### src/rtl/tracker_pkg.sv
// Shared state type, row-word codes and the MIDI-note to DDS phase-increment table
// for the tracker row sequencer (increments assume a 100 MHz DDS clock).
package tracker_pkg;

  typedef enum logic [1:0] {
    IDLE  = 2'd0,
    FETCH = 2'd1,
    APPLY = 2'd2,
    WAIT  = 2'd3
  } seq_state_t;

  localparam logic [7:0] ROW_HOLD     = 8'h00;
  localparam logic [7:0] ROW_NOTE_OFF = 8'hFF;

  localparam real DDS_CLK_HZ = 100.0e6;

  // Equal-tempered pitch, A4 = note 69 = 440 Hz, rounded to the nearest phase step.
  function automatic logic [0:127][31:0] build_note_inc();
    logic [0:127][31:0] tbl;
    real hz;
    for (int n = 0; n < 128; n++) begin
      hz = 440.0 * (2.0 ** ((real'(n) - 69.0) / 12.0));
      tbl[n] = 32'($rtoi(hz * 4294967296.0 / DDS_CLK_HZ + 0.5));
    end
    return tbl;
  endfunction

  localparam logic [0:127][31:0] NOTE_INC = build_note_inc();

endpackage

### src/rtl/pattern_ram.sv
// Pattern storage: one write port, one registered read port; a same-address
// write and read in one cycle returns the old word.
module pattern_ram #(
  parameter int ROWS  = 64,
  parameter int ROW_W = $clog2(ROWS)
) (
  input  logic             clk,
  input  logic             wr_en,
  input  logic [ROW_W-1:0] wr_addr,
  input  logic [7:0]       wr_data,
  input  logic             rd_en,
  input  logic [ROW_W-1:0] rd_addr,
  output logic [7:0]       rd_data
);

  logic [7:0] mem [ROWS];

  always_ff @(posedge clk) begin
    if (wr_en) begin
      mem[wr_addr] <= wr_data;
    end
    if (rd_en) begin
      rd_data <= mem[rd_addr];
    end
  end

endmodule

### src/rtl/tracker_row_sequencer.sv
// Row-based pattern sequencer driving DDS freq_word and a note gate, one row per TEMPO sample ticks.
// Build option: define SEQ_LOOP_EN to loop the pattern forever instead of stopping after the last row.
module tracker_row_sequencer
  import tracker_pkg::*;
#(
  parameter int ROWS    = 64,
  parameter int ROW_W   = $clog2(ROWS),
  parameter int TEMPO_W = 16
) (
  input  logic               clk,
  input  logic               rst_active_low,
  input  logic               sample_tick,
  input  logic               play,
  input  logic               stop,
  input  logic [TEMPO_W-1:0] tempo,
  input  logic               wr_en,
  input  logic [ROW_W-1:0]   wr_addr,
  input  logic [7:0]         wr_data,
  output logic [31:0]        freq_word,
  output logic               note_gate,
  output logic [ROW_W-1:0]   row_idx,
  output logic               row_strobe,
  output logic               busy
);

  seq_state_t         state;
  logic [ROW_W-1:0]   row_ptr;
  logic [TEMPO_W-1:0] tick_cnt;
  logic               play_q;
  logic [7:0]         row_word;

  pattern_ram #(
    .ROWS  (ROWS),
    .ROW_W (ROW_W)
  ) u_pattern_ram (
    .clk     (clk),
    .wr_en   (wr_en),
    .wr_addr (wr_addr),
    .wr_data (wr_data),
    .rd_en   (state == FETCH),
    .rd_addr (row_ptr),
    .rd_data (row_word)
  );

  // play is registered once before the FSM acts on it; a concurrent stop cancels it.
  always_ff @(posedge clk) begin
    if (!rst_active_low) begin
      state      <= IDLE;
      row_ptr    <= '0;
      tick_cnt   <= '0;
      play_q     <= 1'b0;
      freq_word  <= '0;
      note_gate  <= 1'b0;
      row_idx    <= '0;
      row_strobe <= 1'b0;
      busy       <= 1'b0;
    end else begin
      row_strobe <= 1'b0;
      play_q     <= play && !stop && (state == IDLE);
      if (stop) begin
        state     <= IDLE;
        busy      <= 1'b0;
        note_gate <= 1'b0;
        freq_word <= '0;
      end else begin
        case (state)
          IDLE: begin
            if (play_q) begin
              state   <= FETCH;
              busy    <= 1'b1;
              row_ptr <= '0;
            end
          end
          FETCH: begin
            state <= APPLY;
          end
          APPLY: begin
            case (row_word)
              ROW_HOLD: ;
              ROW_NOTE_OFF: note_gate <= 1'b0;
              default: begin
                if (row_word[7]) begin
                  note_gate <= 1'b1;
                  freq_word <= NOTE_INC[row_word[6:0]];
                end
              end
            endcase
            row_idx    <= row_ptr;
            row_strobe <= 1'b1;
            tick_cnt   <= (tempo == '0) ? TEMPO_W'(1) : tempo;
            state      <= WAIT;
          end
          WAIT: begin
            if (sample_tick) begin
              if (tick_cnt == TEMPO_W'(1)) begin
`ifdef SEQ_LOOP_EN
                row_ptr <= row_ptr + ROW_W'(1);
                state   <= FETCH;
`else
                if (row_ptr == ROW_W'(ROWS - 1)) begin
                  state     <= IDLE;
                  busy      <= 1'b0;
                  note_gate <= 1'b0;
                  freq_word <= '0;
                end else begin
                  row_ptr <= row_ptr + ROW_W'(1);
                  state   <= FETCH;
                end
`endif
              end else begin
                tick_cnt <= tick_cnt - TEMPO_W'(1);
              end
            end
          end
          default: state <= IDLE;
        endcase
      end
    end
  end

endmodule

### config.mk
export PLATFORM = sky130hd
export DESIGN_NAME = tracker_row_sequencer
export DESIGN_NICKNAME = d
export VERILOG_FILES = /design/src/rtl/tracker_pkg.sv /design/src/rtl/pattern_ram.sv /design/src/rtl/tracker_row_sequencer.sv
export SDC_FILE = /design/constraint.sdc
export NUM_CORES = 1
export LEC_CHECK = 0
export CORE_MARGIN = 5
export CORE_UTILIZATION = 25
export DETAILED_ROUTE_END_ITERATION = 10
export GPL_TIMING_DRIVEN = 0
export PLACE_DENSITY_LB_ADDON = 0.08
export SLEW_MARGIN = 40
export SYNTH_ARGS = -nofsm -noshare
export SYNTH_HDL_FRONTEND = slang
export SYNTH_SLANG_ARGS = --single-unit
### constraint.sdc
create_clock -name clk -period 5.82 [get_ports clk]
set_clock_uncertainty 0.05 [all_clocks]
set_input_delay 1.164 -clock clk [delete_from_list [all_inputs] [get_ports clk]]
set_output_delay 1.164 -clock clk [all_outputs]
set_load 0.005 [all_outputs]
==> impl_metrics.prom <==
# TYPE chip_impl_metric gauge
chip_impl_info{name="hold-path-endpoint",value="note_gate"} 1
chip_impl_info{name="hold_path_class",value="reg -> reg"} 1
chip_impl_metric{name="synth_area",unit="µm²"} 25210
chip_impl_info{name="path_delay_family",value="compound AO/OA/AOI/OAI gates"} 1
chip_impl_metric{name="fin_nets",unit=""} 1856
chip_impl_metric{name="ys_seq_elements",unit=""} 574
chip_impl_metric{name="final_max_slew_viol_count",unit=""} 0
chip_impl_metric{name="area_of_the_multi_input_gates",unit="µm²"} 7988
chip_impl_info{name="min-delay-start",value="note_gate"} 1
chip_impl_info{name="run_status",value="finished clean"} 1
chip_impl_metric{name="postCtsHoldBufs",unit=""} 0
chip_impl_info{name="cts_tree",value="yes"} 1
chip_impl_metric{name="routabilityCongestion",unit=""} 0.8403
chip_impl_metric{name="detailedRoute.firstPassIterationCount",unit=""} 8
chip_impl_metric{name="final_layout_size_suffix_gt1_share",unit="%"} 21.31
chip_impl_metric{name="drtAntennaViolNets",unit=""} 0
chip_impl_metric{name="grt_util_all_layers",unit="%"} 17.08
chip_impl_metric{name="power.ir.vdd_worst",unit="V"} 0.0001644
chip_impl_info{name="rsz0062_at_grt",value="false"} 1
chip_impl_metric{name="synth-seq-area-share",unit="%"} 66.23
chip_impl_metric{name="min_delay_path_depth",unit=""} 2
chip_impl_metric{name="cpPeakStageDelay",unit="ns"} 0.84
chip_impl_metric{name="layout_worst_path_cycle_share",unit="%"} 75.45
chip_impl_metric{name="worstRegToRegCells",unit=""} 10
chip_impl_metric{name="die_width",unit="µm"} 327.5
chip_impl_metric{name="drv_cap",unit=""} 0
chip_impl_metric{name="hold_violations",unit=""} 0
chip_impl_metric{name="post-synth-top-area-fraction",unit="%"} 61.94
chip_impl_metric{name="post-cts-setup-buffer-count",unit=""} 0
chip_impl_metric{name="final_period_minus_worst_setup_slack",unit="ns"} 4.391
chip_impl_metric{name="worstPathRequired",unit="ns"} 6.32
chip_impl_metric{name="vias",unit=""} 15830
chip_impl_metric{name="insertion_delay",unit="ns"} 0.62
chip_impl_metric{name="tritoncts_num_sinks",unit=""} 574
chip_impl_metric{name="routed_via_density",unit=""} 5.028
chip_impl_metric{name="clock_path_buffers",unit=""} 3
chip_impl_metric{name="avgRoutedWirePerCell",unit="µm"} 29.66
chip_impl_metric{name="finalNonFillerCells",unit=""} 3148
chip_impl_metric{name="dieHeight",unit="µm"} 327.5
chip_impl_metric{name="clock.fmax",unit="GHz"} 0.2277
chip_impl_metric{name="setup_viol",unit=""} 0
chip_impl_metric{name="area_growth_syn_to_layout",unit="%"} 18.73
chip_impl_metric{name="synth_edf_count",unit=""} 520
chip_impl_metric{name="postCtsResizedCells",unit=""} 0
chip_impl_metric{name="buffer_ports.inserted",unit=""} 61
chip_impl_metric{name="starting_density_of_the_core",unit="%"} 25.17
chip_impl_metric{name="powerDensity",unit="nW/µm²"} 298.8
chip_impl_info{name="post_synth_main_area_contributors",value="edfxtp_1 (62%), mux4_2 (9.8%), dfxtp_1 (4.3%), mux2i_1 (2.4%), nor2_1 (2.0%)"} 1
chip_impl_metric{name="route.final.wire_length",unit="µm"} 93370
chip_impl_metric{name="worst_pin_slew",unit="ns"} 0.9364
chip_impl_metric{name="ff2ff_setup_slack",unit="ns"} 1.43
chip_impl_metric{name="global_route.overflow_total",unit=""} 0
chip_impl_metric{name="cts.htree.levels",unit=""} 3
chip_impl_info{name="worst_r2r_startpoint",value="u_pattern_ram.rd_data[0]"} 1
chip_impl_metric{name="detailed_place_hpwl",unit="µm"} 65050
chip_impl_metric{name="i_o_pin_count",unit=""} 77
chip_impl_metric{name="crit_arrival",unit="ns"} 4.89
chip_impl_metric{name="seqCellArea",unit="µm²"} 16700
chip_impl_info{name="netlist_top_cells_count",value="edfxtp_1 (520), nor2_1 (133), mux4_2 (110), nand2_1 (97), a21oi_1 (76)"} 1
chip_impl_info{name="critical-path-slowest-cell",value="a2111oi_0"} 1
chip_impl_info{name="dominantRegCellSynth",value="edfxtp_1"} 1
chip_impl_metric{name="grt_first_pass_wirelength",unit="µm"} 130800
chip_impl_metric{name="clkTransAtPathRegs",unit="ns"} 0.06
chip_impl_info{name="clock_tree_root_driver_cell",value="clkbuf_16"} 1
chip_impl_metric{name="total_leakage_power",unit="nW"} 9.233
chip_impl_info{name="setup.worst_path.start_class",value="flop"} 1
chip_impl_info{name="synth_top_cell_by_area",value="edfxtp_1"} 1
chip_impl_metric{name="post_synth.cell_area_avg",unit="µm²"} 15.27
chip_impl_metric{name="yosys_warn_count",unit=""} 0
chip_impl_metric{name="path_max_fanout",unit=""} 10
chip_impl_info{name="timing.rr.end",value="freq_word[5]"} 1
chip_impl_metric{name="detail_route.drc_violations",unit=""} 0
chip_impl_metric{name="number_of_fill_cells_in_the_layout",unit=""} 10090
chip_impl_metric{name="fp.coreArea",unit="µm²"} 100100
chip_impl_metric{name="buf_inv_on_cp",unit=""} 3
chip_impl_info{name="critPathMostFrequentCell",value="a21oi_1"} 1
chip_impl_metric{name="synth_async_sr_flop_share",unit="%"} 0
chip_impl_metric{name="netlist_instances",unit=""} 1651
chip_impl_metric{name="placement_rows",unit=""} 116
chip_impl_metric{name="cts_buffers",unit=""} 67
chip_impl_metric{name="floorplan.die_area",unit="µm²"} 107300
chip_impl_metric{name="yosysUniqueCellTypes",unit=""} 87
chip_impl_metric{name="grt_start_max_net_pins",unit=""} 49
chip_impl_metric{name="fin_setup_tns",unit="ns"} 0
chip_impl_metric{name="place_ws",unit="ns"} 1.344
chip_impl_metric{name="drt_iter0_drc",unit=""} 1336
chip_impl_metric{name="remaining_max_slew_budget_at_the_tightest_pin",unit="%"} 35.96
chip_impl_info{name="setup.worst_path.end_class",value="flop"} 1
chip_impl_info{name="worstSetupPathType",value="reg -> reg"} 1
chip_impl_metric{name="final_critical_path_setup_slack",unit="ns"} 1.429
chip_impl_info{name="timing.critical_path.cells",value="clkbuf_1 -> inv_1 -> ha_1 -> buf_2 -> mux2i_1 -> a21oi_1 -> nand2_1 -> a2111oi_0 -> nand3_1 -> a21oi_1"} 1
chip_impl_info{name="yosys.cell_count.top_type",value="edfxtp_1"} 1
chip_impl_metric{name="grt_pass1_vias",unit=""} 16290
chip_impl_metric{name="antenna_found_initial",unit=""} 1
chip_impl_metric{name="dp.cells",unit=""} 3031
==> how the worst max path moves through the flow <==
stage                                         from                  endpoint  slack [ns]  cells after the start
after global placement                  row_ptr[1]  u_pattern_ram.rd_data[1]        1.45                      8
after CTS                               row_ptr[1]  u_pattern_ram.rd_data[1]        1.41                      8
after global routing                    row_ptr[1]  u_pattern_ram.rd_data[1]        1.46                      8
after floorplan                         wr_addr[5]   u_pattern_ram.mem[8][0]        2.93                      4
after detailed placement                wr_addr[0]  u_pattern_ram.mem[47][2]        1.34                      4
final                     u_pattern_ram.rd_data[0]              freq_word[5]        1.43                     10
==> per-layer routing <==
layer | vias up | global-route usage (%) | wire (µm)
met4 | 0 | 4.380 | 2359
met5 | - | 0 | 0
li1 | 6889 | - | -
met1 | 8359 | 23.64 | 42870
met3 | 118 | 2.233 | 3839
met2 | 461 | 28.51 | 44300
==> worst reg2reg max path, cell delays in order, from the launching register on <==
cell and delay (ns):
edfxtp_1 0.53, clkbuf_1 0.57, inv_1 0.34, ha_1 0.42, buf_2 0.29, mux2i_1 0.29
a21oi_1 0.57, nand2_1 0.10, a2111oi_0 0.84, nand3_1 0.19, a21oi_1 0.15
==> final cells by class <==
type	instances	area share (%)
Clock buffer	82	5.894
Multi-Input combinational cell	948	26.69
Clock inverter	34	1.095
Inverter	18	0.2257
Tap cell	1298	5.426
Timing Repair Buffer	71	2.584
Sequential cell	574	55.78
Antenna cell	1	0.008361
Buffer	122	2.295
==> where the power goes <==
part / switching (mW) / internal [mW]
Clock: 1.74 / 2.39
Combinational: 0.207 / 0.0838
Sequential: 0.00761 / 4.52
Total: 1.96 / 6.99
==> stage by stage <==
stage          util (%)  power, mW  hold WS [ns]  area [µm²]
6_report          29.89      8.944        0.4033       29930
5_1_grt           29.89      9.254        0.4379       29930
4_1_cts           29.86      9.075        0.4110       29900
3_5_place_dp      27.77      4.903        0.3959       27810
3_3_place_gp      27.44      4.896        0.3873       27480
2_1_floorplan         -      4.722        0.3973       25250
==> cell usage in the layout (no fill, tap or decap), types with 12 or more instances in the layout <==
cell,instances
conb_1,12
mux4_2,110
clkbuf_16,68
a21oi_1,76
o211ai_1,16
nand2b_1,17
clkinv_1,13
a22oi_1,16
nand3_1,36
dfxtp_1,54
o22ai_1,21
edfxtp_1,520
buf_2,36
clkdlybuf4s50_1,53
inv_1,13
clkinv_2,13
buf_4,41
nor2_1,76
mux2i_1,60
o21ai_0,46
nor3_1,24
a211oi_1,21
nand2_1,97
nor2b_1,27
ha_1,18
nor2_2,58
a31oi_1,19
clkbuf_1,53
o221ai_1,13
==> flip-flops by register name, indices dropped and copies added, names as in the netlist, 2 cells and up <==
| signal | cells |
|---|---|
| tick_cnt | 16 |
| u_pattern_ram.rd_data | 8 |
| state | 2 |
| u_pattern_ram.mem | 512 |
| row_idx | 6 |
| freq_word | 20 |
| row_ptr | 6 |
==> cell families after synthesis <==
family / share of synthesized area (%)
multiplexers: 12.98
adder cells (fa/ha/maj): 0.8934
flip-flops: 66.23
AND/OR/NAND/NOR: 7.952
XOR/XNOR: 0.1738
other: 0.01488
AO/OA/AOI/OAI: 8.776
buffers and inverters: 2.973
Note: power is estimated with default switching activity, not from simulation.
